[config.mk]
export PLATFORM = sky130hd
export DESIGN_NAME = muldiv_unit
export DESIGN_NICKNAME = d
export VERILOG_FILES = /design/src/rtl/muldiv_unit_pkg.sv /design/src/rtl/muldiv_unit_div_iter.sv /design/src/rtl/muldiv_unit.sv
export SDC_FILE = /design/constraint.sdc
export NUM_CORES = 2
export LEC_CHECK = 0
export BUFFER_PORTS_ARGS = -buffer_cell sky130_fd_sc_hd__buf_2
export CAP_MARGIN = 20
export CORE_MARGIN = 5
export CORE_UTILIZATION = 60
export CTS_BUF_LIST = sky130_fd_sc_hd__clkbuf_8
export CTS_CLUSTER_DIAMETER = 50
export DETAILED_ROUTE_END_ITERATION = 8
export PLACE_DENSITY = 0.86
export SLEW_MARGIN = 20
export SYNTH_ARGS = -nofsm -noshare
export SYNTH_HDL_FRONTEND = slang
export SYNTH_SLANG_ARGS = --single-unit
[constraint.sdc]
create_clock -name clk -period 4.8 [get_ports clk]
set_input_delay 0.72 -clock clk [delete_from_list [all_inputs] [get_ports clk]]
set_output_delay 0.72 -clock clk [all_outputs]
set_load 0.01 [all_outputs]
[src/rtl/muldiv_unit_pkg.sv]
// Shared encodings for the M-extension unit: ALU SELECT codes, FSM states,
// multiplier latency bounds and opcode-class helpers.
package muldiv_unit_pkg;

   localparam logic [4:0] SEL_MUL    = 5'h08;
   localparam logic [4:0] SEL_MULH   = 5'h09;
   localparam logic [4:0] SEL_MULHSU = 5'h0A;
   localparam logic [4:0] SEL_MULHU  = 5'h0B;
   // Divide codes: bit 0 set = unsigned, bit 1 set = remainder.
   localparam logic [4:0] SEL_DIV    = 5'h0C;
   localparam logic [4:0] SEL_DIVU   = 5'h0D;
   localparam logic [4:0] SEL_REM    = 5'h0E;
   localparam logic [4:0] SEL_REMU   = 5'h0F;

   localparam int MUL_LAT_MIN = 1;
   localparam int MUL_LAT_MAX = 4;

   typedef enum logic [1:0] {IDLE, MUL, DIV, FIX} state_t;

   function automatic logic is_mul(input logic [4:0] s);
      return s inside {SEL_MUL, SEL_MULH, SEL_MULHSU, SEL_MULHU};
   endfunction

   function automatic logic is_div(input logic [4:0] s);
      return s inside {SEL_DIV, SEL_DIVU, SEL_REM, SEL_REMU};
   endfunction

endpackage

[src/rtl/muldiv_unit_div_iter.sv]
// Radix-2 restoring divide core on unsigned magnitudes, one quotient bit per step.
// done flags the step that produces the final quotient bit.
module muldiv_unit_div_iter #(
   parameter int XLEN = 32
) (
   input  logic            clk,
   input  logic            rst_n,
   input  logic            load,
   input  logic            step,
   input  logic [XLEN-1:0] dividend,
   input  logic [XLEN-1:0] divisor,
   output logic [XLEN-1:0] quo,
   output logic [XLEN-1:0] rem,
   output logic            done
);
   localparam int CW = $clog2(XLEN + 1);

   logic [XLEN-1:0] q_r, r_r, d_r;
   logic [CW-1:0]   cnt;
   logic [XLEN:0]   shifted, diff;

   // Dividend bits shift out of the quotient register into the partial remainder.
   assign shifted = {r_r, q_r[XLEN-1]};
   assign diff    = shifted - {1'b0, d_r};

   always_ff @(posedge clk or negedge rst_n) begin
      if (!rst_n) begin
         q_r <= '0;
         r_r <= '0;
         d_r <= '0;
         cnt <= '0;
      end else if (load) begin
         q_r <= dividend;
         r_r <= '0;
         d_r <= divisor;
         cnt <= '0;
      end else if (step) begin
         cnt <= cnt + 1'b1;
         if (!diff[XLEN]) begin
            r_r <= diff[XLEN-1:0];
            q_r <= {q_r[XLEN-2:0], 1'b1};
         end else begin
            r_r <= shifted[XLEN-1:0];
            q_r <= {q_r[XLEN-2:0], 1'b0};
         end
      end
   end

   assign quo  = q_r;
   assign rem  = r_r;
   assign done = step && (cnt == CW'(XLEN - 1));

endmodule

[src/rtl/muldiv_unit.sv]
// Multi-cycle RISC-V M-extension unit: pipelined multiply, iterative divide.
// Define MULDIV_REM_CACHE_EN to reuse the last normal divide's quotient/remainder.
module muldiv_unit
   import muldiv_unit_pkg::*;
#(
   parameter int XLEN    = 32,
   parameter int MUL_LAT = 2
) (
   input  logic            clk,
   input  logic            rst_n,
   input  logic            start,
   input  logic [4:0]      select,
   input  logic [XLEN-1:0] data1,
   input  logic [XLEN-1:0] data2,
   input  logic            kill,
   output logic [XLEN-1:0] result,
   output logic            valid,
   output logic            busy
);
   localparam int              PW       = 2 * XLEN;
   localparam logic [1:0]      MUL_END  = 2'(MUL_LAT - 2);
   localparam logic [XLEN-1:0] MOST_NEG = {1'b1, {(XLEN-1){1'b0}}};

   state_t               state, nstate;
   logic                 accept, sel_mul, sel_div, d_sgn, d_rem;
   logic                 div_zero, div_ovf, special, hit, fast;
   logic                 div_load, div_step, div_done;
   logic                 op_hi, op_rem, neg_q, neg_r;
   logic [1:0]           mul_cnt;
   logic signed [XLEN:0] ma, mb;
   logic [PW-1:0]        mprod, mul_out;
   logic [XLEN-1:0]      fast_res, abs1, abs2, quo, rem, q_fix, r_fix, c_q, c_r;

   assign busy    = (state != IDLE);
   assign accept  = start && !busy && !kill;
   assign sel_mul = is_mul(select);
   assign sel_div = is_div(select);
   assign d_sgn   = !select[0];
   assign d_rem   = select[1];

   assign div_zero = (data2 == '0);
   assign div_ovf  = d_sgn && (data1 == MOST_NEG) && (data2 == '1);
   assign special  = div_zero || div_ovf;
   assign div_load = accept && sel_div && !special && !hit;
   assign fast     = accept && !div_load && !(sel_mul && (MUL_LAT > 1));

   // Multiply: XLEN+1-bit operands cover all signed/unsigned mixes with one signed multiplier.
   assign ma    = {(select != SEL_MULHU) & data1[XLEN-1], data1};
   assign mb    = {((select == SEL_MUL) || (select == SEL_MULH)) & data2[XLEN-1], data2};
   assign mprod = PW'(ma) * PW'(mb);

   generate
      if (MUL_LAT == 1) begin : g_mul_comb
         assign mul_out = mprod;
      end else begin : g_mul_pipe
         logic [MUL_LAT-2:0][PW-1:0] preg;
         always_ff @(posedge clk or negedge rst_n) begin
            if (!rst_n) begin
               preg <= '0;
            end else begin
               preg[0] <= mprod;
               for (int i = 1; i < MUL_LAT - 1; i++) preg[i] <= preg[i-1];
            end
         end
         assign mul_out = preg[MUL_LAT-2];
      end
   endgenerate

   // Divide on magnitudes; the FIX state restores signs.
   assign abs1  = (d_sgn && data1[XLEN-1]) ? -data1 : data1;
   assign abs2  = (d_sgn && data2[XLEN-1]) ? -data2 : data2;
   assign div_step = (state == DIV);
   assign q_fix = neg_q ? -quo : quo;
   assign r_fix = neg_r ? -rem : rem;

   muldiv_unit_div_iter #(.XLEN(XLEN)) u_div (
      .clk      (clk),
      .rst_n    (rst_n),
      .load     (div_load),
      .step     (div_step),
      .dividend (abs1),
      .divisor  (abs2),
      .quo      (quo),
      .rem      (rem),
      .done     (div_done)
   );

`ifdef MULDIV_REM_CACHE_EN
   logic [XLEN-1:0] c_d1, c_d2, op_d1, op_d2;
   logic            c_sgn, c_vld, op_sgn;

   assign hit = c_vld && (c_d1 == data1) && (c_d2 == data2) && (c_sgn == d_sgn);

   always_ff @(posedge clk or negedge rst_n) begin
      if (!rst_n) begin
         c_vld  <= 1'b0;
         c_sgn  <= 1'b0;
         c_d1   <= '0;
         c_d2   <= '0;
         c_q    <= '0;
         c_r    <= '0;
         op_d1  <= '0;
         op_d2  <= '0;
         op_sgn <= 1'b0;
      end else begin
         if (div_load) begin
            op_d1  <= data1;
            op_d2  <= data2;
            op_sgn <= d_sgn;
         end
         if (state == FIX && !kill) begin
            c_vld <= 1'b1;
            c_sgn <= op_sgn;
            c_d1  <= op_d1;
            c_d2  <= op_d2;
            c_q   <= q_fix;
            c_r   <= r_fix;
         end
      end
   end
`else
   assign hit = 1'b0;
   assign c_q = '0;
   assign c_r = '0;
`endif

   // Single-cycle results: multiply at MUL_LAT=1, divide special cases, cache hits, non-M codes.
   always_comb begin
      fast_res = '0;
      if (sel_mul) begin
         fast_res = (select == SEL_MUL) ? mprod[XLEN-1:0] : mprod[PW-1:XLEN];
      end else if (sel_div) begin
         if (div_zero)     fast_res = d_rem ? data1 : '1;
         else if (div_ovf) fast_res = d_rem ? '0 : data1;
         else              fast_res = d_rem ? c_r : c_q;
      end
   end

   always_ff @(posedge clk or negedge rst_n) begin
      if (!rst_n) state <= IDLE;
      else        state <= nstate;
   end

   always_comb begin
      nstate = state;
      unique case (state)
         IDLE: begin
            if (div_load)                               nstate = DIV;
            else if (accept && sel_mul && (MUL_LAT > 1)) nstate = MUL;
         end
         MUL:     if (kill || (mul_cnt == MUL_END)) nstate = IDLE;
         DIV: begin
            if (kill)          nstate = IDLE;
            else if (div_done) nstate = FIX;
         end
         FIX:     nstate = IDLE;
         default: nstate = IDLE;
      endcase
   end

   always_ff @(posedge clk or negedge rst_n) begin
      if (!rst_n) begin
         result  <= '0;
         valid   <= 1'b0;
         mul_cnt <= '0;
         op_hi   <= 1'b0;
         op_rem  <= 1'b0;
         neg_q   <= 1'b0;
         neg_r   <= 1'b0;
      end else begin
         valid <= 1'b0;
         unique case (state)
            IDLE: if (accept) begin
               op_hi   <= (select != SEL_MUL);
               op_rem  <= d_rem;
               neg_q   <= d_sgn && (data1[XLEN-1] ^ data2[XLEN-1]);
               neg_r   <= d_sgn && data1[XLEN-1];
               mul_cnt <= '0;
               if (fast) begin
                  result <= fast_res;
                  valid  <= 1'b1;
               end
            end
            MUL: if (!kill) begin
               mul_cnt <= mul_cnt + 2'd1;
               if (mul_cnt == MUL_END) begin
                  result <= op_hi ? mul_out[PW-1:XLEN] : mul_out[XLEN-1:0];
                  valid  <= 1'b1;
               end
            end
            FIX: if (!kill) begin
               result <= op_rem ? r_fix : q_fix;
               valid  <= 1'b1;
            end
            default: ;
         endcase
      end
   end

endmodule

==> results_dict.tcl <==
set metrics [dict create \
    drt_iter0_drc 5709 \
    path_max_fanout 9 \
    required_ns 5.27 \
    yosysWarnings 0 \
    async_reset_ff_share_pct 100 \
    start_util_pct 60.5 \
    hp-class "in -> async" \
    die_h_um 303 \
    place_congestion 1.01 \
    clkTransAtPathRegs_ns 0.06 \
    routed_wl_mm 185 \
    fmax_mhz 122 \
    synth_edf_count 0 \
    period_needed_ns 8.20 \
    worstPathArrival_ns 8.67 \
    rows 107 \
    first_pass_iters 8 \
    violations "negative setup slack" \
    syn_to_final_growth_pct 18.7 \
    synth_flop_cell "dfrtp_1" \
    synthTopCellsByArea "fa_1 (44%), dfrtp_1 (10%), inv_1 (8.4%), nand2_1 (6.8%), ha_1 (6.1%)" \
    slew_viol_final 0 \
    wl_per_cell_um 25.0 \
    dp_hpwl_mm 144 \
    first_global_vias 49296 \
    topRoutingLayerUsed "met5" \
    core_region_area_um2 85100 \
    finalSetupViolations 72 \
    syn_avg_cell_area_um2 8.93 \
    grtUsageTotal_pct 39.7 \
    cts_buffer_depth 3 \
    routed_via_density 6.21 \
    tns_ns -163.81 \
    clock_sinks 207 \
    grt_overflow 0 \
    route.met3.wl_mm 24.1 \
    worst_slack_ns -3.40 \
    drc 0 \
    synth_top_area_cell "fa_1" \
    vias 45975 \
    crit_type "in -> reg" \
    io_pins 107 \
    max_stage_delay_ns 0.67 \
    synthCells 5765 \
    whs_ns 0.121 \
    start_kind "primary input" \
    clock_latency_ns 0.55 \
    synth_seq_area_share_pct 10.1 \
    route.met2.wl_mm 82.7 \
    die_area_um2 91800 \
    antenna_found_initial 19 \
    outcome "finished, violations left" \
    max_slew.worst_pin.slew_ns 1.06 \
    hold_viol 0 \
    cts_tree "built" \
    grt_max_degree 160 \
    yosys.area.top_type_share_pct 43.8 \
    rsz0062_at_grt "true" \
    synth_fp_nets 7216 \
    fin_util_pct 71.8 \
    htreeDepth 2 \
    cts_hold_buf 0 \
    die_w_um 303 \
    crit_slowest_cell "fa_2" \
    dp.cells 7271 \
    m1WireLength_mm 59.5 \
    synth_most_common_cell "inv_1" \
    fin_skew_ns 0.0215 \
    end_kind "register" \
    port_buffers 106 \
    synth_common_cells "inv_1 (1150), fa_1 (1126), nand2_1 (934)" \
    cts_made_buffers 40 \
    syn_area_um2 51500 \
    grt_pass1_wl_mm 278 \
    synth-seq-cells 207 \
    maxCapViolations 0 \
    antenna_left 0 \
    fin_crit_sh_pct 171 \
    relSlewSlack_pct 29.3 \
    ys_types 90 \
    drive_above_1_share_pct 19.8 \
    cts_root_buf "clkbuf_8" \
    finalNetCount 7678 \
    stdcell_count 7409 \
]
cell type report:
class                   instances  area, um^2
multi-input cells            4032       42400
repair buffers                795        6940
fillers                      5513       24000
well taps                    1144        1430
inverters                    1151        4340
diodes                         13        32.5
clock buffers                  47         647
flip-flops and latches        207        5180
clock inverters                20         120
routing by layer:
metal,up-vias,global-route usage [%]
met1,22596,46.7
li1,18409,-
met3,1284,11.7
met4,12,28.5
met2,3674,62.4
met5,-,0
cells in the final DEF, fill, tap and decap left out, types with 36 or more instances in the layout:
cell type	n
nand2_1	916
ha_1	200
xnor2_1	127
clkbuf_8	48
a21oi_2	36
a21oi_1	107
and2_1	285
buf_12	69
buf_4	583
fa_1	1075
dfrtp_1	205
fa_2	51
nand3_1	39
xor2_1	70
a21o_1	66
mux2i_1	54
ha_4	46
o21ai_0	157
nor2_1	194
o211ai_1	37
buf_2	75
buf_6	57
inv_1	1127
through the flow:
stage          instance area (um^2)  worst slack [ns]
2_1_floorplan                 53200             -3.60
3_3_place_gp                  58200             -3.93
3_5_place_dp                  58200             -4.19
4_1_cts                       60600             -3.25
5_1_grt                       61100             -3.58
6_report                      61100             -3.40
worst max-delay path: cells and delay by family:
kind	cells	cell delay [ns]
muxes	1	0.16
and+or+nand+nor	6	1.08
adders and majority gates	9	4.51
buffers and inverters	6	0.82
AOI/OAI and AO/OA	8	1.37
logic make-up (layout without fill, tap and decap cells):
logic type	after synthesis	after routing	synth area share [%]
AO/OA/AOI/OAI	672	672	8.45
XOR/XNOR	227	227	3.89
adder cells (fa/ha/maj)	1378	1378	49.9
buffers and inverters	1526	2013	11.3
flip-flops	207	207	10.1
multiplexers	65	65	1.29
other	0	13	0
AND/OR/NAND/NOR	1690	1690	15.1
flip-flops by register name, indices dropped and copies added, names as in the netlist:
| name | cells |
|---|---|
| state | 2 |
| g_mul_pipe.preg | 64 |
| op_rem | 1 |
| u_div.quo | 32 |
| neg_q | 1 |
| result | 32 |
| u_div.cnt | 6 |
| op_hi | 1 |
| u_div.d_r | 32 |
| u_div.rem | 32 |
| valid | 1 |
| neg_r | 1 |
| mul_cnt | 2 |
worst paths after layout:
| path | from | endpoint | slack [ns] | cells past startpoint |
|---|---|---|---|---|
| worst max register to register | u_div.quo[31] | u_div.rem[4] | 0.55 | 15 |
| worst min register to register | result[20] | result[20] | 0.49 | 2 |
| worst max-delay path | select[4] | result[31] | -3.40 | 30 |
| min in group clk | kill | state[1] | 0.45 | 2 |
| worst min-delay path | rst_n | u_div.rem[7] | 0.12 | 1 |
| max in group asynchronous | rst_n | g_mul_pipe.preg[48] | 3.38 | 2 |
repair_timing:
action / 4_1_cts / 5_1_grt
pin swaps: 152 / 125
cloned: 1 / 0
setup endpoints to repair: 72 / 72
buffers inserted: 46 / 14
gates resized for setup: 269 / 100
Power is not shown: default switching activity piles up to over one toggle a cycle in this logic, so the estimate is an artifact.
